`src/rtl/input_debounce_pkg.sv`:
```
// Shared constants and helpers for the input debounce block.
// Default depths plus the stability-counter width function.
package input_debounce_pkg;

   localparam int DEB_SYNC_STAGES_DEF   = 2;
   localparam int DEB_STABLE_CYCLES_DEF = 4;

   // At least one bit, even when STABLE_CYCLES is 1 or 2.
   function automatic int deb_cnt_w(input int n);
      int w;
      w = $clog2(n);
      return (w < 1) ? 1 : w;
   endfunction

endpackage

```
`src/rtl/debounce_channel.sv`:
```
// One debounce lane: synchronizer, stability counter,
// registered level and registered rise/fall strobes.
module debounce_channel
   import input_debounce_pkg::*;
#(
   parameter int SYNC_STAGES   = DEB_SYNC_STAGES_DEF,
   parameter int STABLE_CYCLES = DEB_STABLE_CYCLES_DEF
) (
   input  logic clk,
   input  logic rst,
   input  logic din,
   output logic dout,
   output logic rise,
   output logic fall
);

   localparam int CNT_W = deb_cnt_w(STABLE_CYCLES);
   localparam logic [CNT_W-1:0] CNT_MAX = CNT_W'(STABLE_CYCLES - 1);

   logic [SYNC_STAGES-1:0] sync;
   logic [CNT_W-1:0]       cnt;
   logic [CNT_W-1:0]       cnt_nxt;
   logic                   dout_nxt;
   logic                   rise_nxt;
   logic                   fall_nxt;
   logic                   s;
   logic                   same;
   logic                   done;

   assign s    = sync[SYNC_STAGES-1];
   assign same = (s == dout);
   assign done = !same && (cnt == CNT_MAX);

   always_comb begin
      cnt_nxt  = cnt;
      dout_nxt = dout;
      rise_nxt = 1'b0;
      fall_nxt = 1'b0;
      unique case (1'b1)
         same: cnt_nxt = '0;
         done: begin
            dout_nxt = s;
            cnt_nxt  = '0;
            rise_nxt = s;
            fall_nxt = ~s;
         end
         default: cnt_nxt = cnt + 1'b1;
      endcase
   end

   always_ff @(posedge clk) begin
      if (rst) begin
         sync <= '0;
         cnt  <= '0;
         dout <= 1'b0;
         rise <= 1'b0;
         fall <= 1'b0;
      end else begin
         sync <= {sync[SYNC_STAGES-2:0], din};
         cnt  <= cnt_nxt;
         dout <= dout_nxt;
         rise <= rise_nxt;
         fall <= fall_nxt;
      end
   end

endmodule

```
`src/rtl/input_debounce.sv`:
```
// Multi-channel input conditioner: independent debounce lanes
// producing clean levels and one-cycle edge strobes.
module input_debounce
   import input_debounce_pkg::*;
#(
   parameter int CHANNELS      = 2,
   parameter int SYNC_STAGES   = DEB_SYNC_STAGES_DEF,
   parameter int STABLE_CYCLES = DEB_STABLE_CYCLES_DEF
) (
   input  logic                clk,
   input  logic                rst,
   input  logic [CHANNELS-1:0] din,
   output logic [CHANNELS-1:0] dout,
   output logic [CHANNELS-1:0] rise,
   output logic [CHANNELS-1:0] fall
);

   if (CHANNELS < 1 || SYNC_STAGES < 2 || STABLE_CYCLES < 1) begin : g_bad_param
      $error("input_debounce: parameter below minimum");
   end

   for (genvar i = 0; i < CHANNELS; i++) begin : g_ch
      debounce_channel #(
         .SYNC_STAGES  (SYNC_STAGES),
         .STABLE_CYCLES(STABLE_CYCLES)
      ) u_ch (
         .clk (clk),
         .rst (rst),
         .din (din[i]),
         .dout(dout[i]),
         .rise(rise[i]),
         .fall(fall[i])
      );
   end

endmodule

```
`config.mk`:
```
export PLATFORM = sky130hd
export DESIGN_NAME = input_debounce
export DESIGN_NICKNAME = d
export VERILOG_FILES = /design/src/rtl/input_debounce_pkg.sv /design/src/rtl/debounce_channel.sv /design/src/rtl/input_debounce.sv
export SDC_FILE = /design/constraint.sdc
export NUM_CORES = 1
export LEC_CHECK = 0
export CORE_AREA = 2 2 39 41
export DETAILED_ROUTE_END_ITERATION = 7
export DIE_AREA = 0 0 41 43
export HOLD_SLACK_MARGIN = 0.06
export PLACE_DENSITY = 0.65
export REMOVE_ABC_BUFFERS = 1
export SLEW_MARGIN = 10
export SYNTH_ARGS = -nofsm -noshare
export SYNTH_HDL_FRONTEND = slang
export SYNTH_HIERARCHICAL = 1
export SYNTH_SLANG_ARGS = --single-unit
```
`constraint.sdc`:
```
create_clock -name clk -period 1.87 [get_ports clk]
set_clock_uncertainty 0.05 [all_clocks]
set_input_delay 0.4675 -clock clk [delete_from_list [all_inputs] [get_ports clk]]
set_output_delay 0.4675 -clock clk [all_outputs]
set_load 0.1 [all_outputs]
```
==> impl_metrics.toml <==
[synth]
netlist_instances = 34
yosysWarnings = 6
ys_ff_latch = 14
postSynthAreaPerCell_um2 = 13.8
ys_seq_area_share_pct = 59.9
netlist-cell-type-count = 9
synth_area_um2 = 468

[setup_path]
worstSetupEndpointType = "primary output"
cp-start-kind = "flip-flop"
max_stage_delay_ns = 0.45
critPathArrivalTime_ns = 0.94
path_buf_inv = 1
crit_type = "reg2out"
timing.critical_path.fanout_max = 5
slowest_stage = "dfxtp_1"
cp_cell_sequence = "buf_12"
crit_family = "flip-flops"
required_ns = 1.35

[clock_network]
holdBufCountCts = 0
clock_latency_ns = 0.28
htree_levels = 1
cts_resized = 0
postCtsSetupBuffers = 0
cts.sinks = 14
clk_pin_slew_worst_paths_ns = 0.08
clock_path_buffers = 2
cts-root-buf = "clkbuf_4"
cts-buffers-inserted = 3
cts_tree = "yes"

[floorplanning]
die-area_mm2 = 0.00176
row_count = 14
die_w_um = 41
coreArea_mm2 = 0.00138
dieHeight_um = 43
pin_count = 10
start_util_pct = 33.8

[placed_design]
place_congestion = 0.692
place_ws_ns = 0.171
io_buffer_count = 9
hpwl_um = 545
place_inst = 59

[final_layout]
drive_gt1_share_pct = 34.0
final_common_cell = "dfxtp_1"
finalNonFillerCells = 63
nNetsFinal = 54
final_cell_mix = "14 x dfxtp_1, 6 x buf_12, 4 x and4bb_2, 4 x nor2b_1"
area_delta_synth_final_pct = 44.1
antennaDiodeCount = 0

[sta]
setup_ws_ns = 0.412
setup_violations = 0
fmax_mhz = 686
setup_tns_ns = 0
hold_violations = 0
relSlewSlack_pct = 69.5
fin_crit_ns = 1.46
final-max-slew-violation-count = 0
rsz0062_at_grt = "false"
finalCritPeriodShare_pct = 78.0
worst_pin_slew_ns = 0.457

[status]
status = "complete, no violations"

[grt]
grt_pass1_vias = 322
met1_usage_pct = 12.0
track_usage_pct = 10.8
grt_overflow_total = 0
grt.busiest_layer = "met2"
grt_pass1_wl_mm = 1.25
met2_usage_pct = 16.3
grt_antenna_before_repair = 0
use_met3_pct = 3.14
grt_max_degree = 15

[power_and_ir_drop]
leakagePower_nw = 0.253
p_per_area_mw_per_mm2 = 796
ir_worst_vdd_uv = 474

[drt]
drt_iter0_drc = 6
ant_nets = 0
first_pass_iters = 4
remaining_drc_errors = 0
routed_wl_um = 703
vias = 306
wl_per_cell_um = 11.2
viasPerCell = 4.86

[flow_run]
drv.max_cap_violation_count = 0

[hold_path]
hp-class = "reg2reg"
cell families after synthesis:
kind of cell               share of synthesized area (%)
adders and majority gates                           5.35
xor gates and xnor gates                            3.74
DFF                                                 59.9
and+or+nand+nor                                     26.7
muxes                                               4.28
per-layer routing:
metal,wire length [um],up-vias
met5,0,-
met4,0,0
met3,34,0
met2,396,8
met1,272,147
li1,-,151
metrics by stage:
| stage | total power, W | cell area [um^2] | hold WS [ns] | util (%) |
|---|---|---|---|---|
| 3_3_place_gp | 0.000330 | 638 | 0.366 | 46.1 |
| 6_report | 0.000537 | 674 | 0.384 | 48.7 |
| 2_1_floorplan | 0.000320 | 468 | 0.355 | - |
| 4_1_cts | 0.000543 | 674 | 0.392 | 48.7 |
| 3_5_place_dp | 0.000332 | 638 | 0.381 | 46.1 |
| 5_1_grt | 0.000555 | 674 | 0.414 | 48.7 |
synth_stat cells:
cell type   n  area (um^2)
nor2_1      2         7.51
mux2i_1     2         20.0
dfxtp_1    14          280
ha_1        2         25.0
and4bb_2    4         50.1
nor4b_2     2         30.0
nor2b_1     4         25.0
nor4_1      2         12.5
xnor2_1     2         17.5
power breakdown:
group	switching, W	total (W)	internal (W)
clock network	0.0000947	0.000213	0.000118
logic	0.00000695	0.0000180	0.0000110
registers	0.00000280	0.000306	0.000303
total	0.000104	0.000537	0.000433
registers in the layout, indices dropped and copies added, names as in the netlist:
signal          cells
g_ch.u_ch/cnt       4
g_ch.u_ch/dout      2
g_ch.u_ch/fall      2
g_ch.u_ch/rise      2
g_ch.u_ch/sync      4
area by class of cell:
type                    instances  area, um^2
multi-input cells              20         188
flip-flops and latches         14         280
repair buffers                  9         150
well taps                      16        20.0
fillers                       133         709
clock buffers                   4        36.3
path summary, 6_finish.rpt:
kind	start	to	slack (ns)	cells after the start
max	g_ch[1].u_ch/dout	dout[1]	0.41	1
min	g_ch[1].u_ch/cnt[0]	g_ch[1].u_ch/cnt[0]	0.38	1
max reg2reg	g_ch[1].u_ch/cnt[0]	g_ch[1].u_ch/dout	0.83	3
min reg2reg	g_ch[1].u_ch/cnt[0]	g_ch[1].u_ch/cnt[0]	0.38	1
Power figures use the tool's default switching activity.
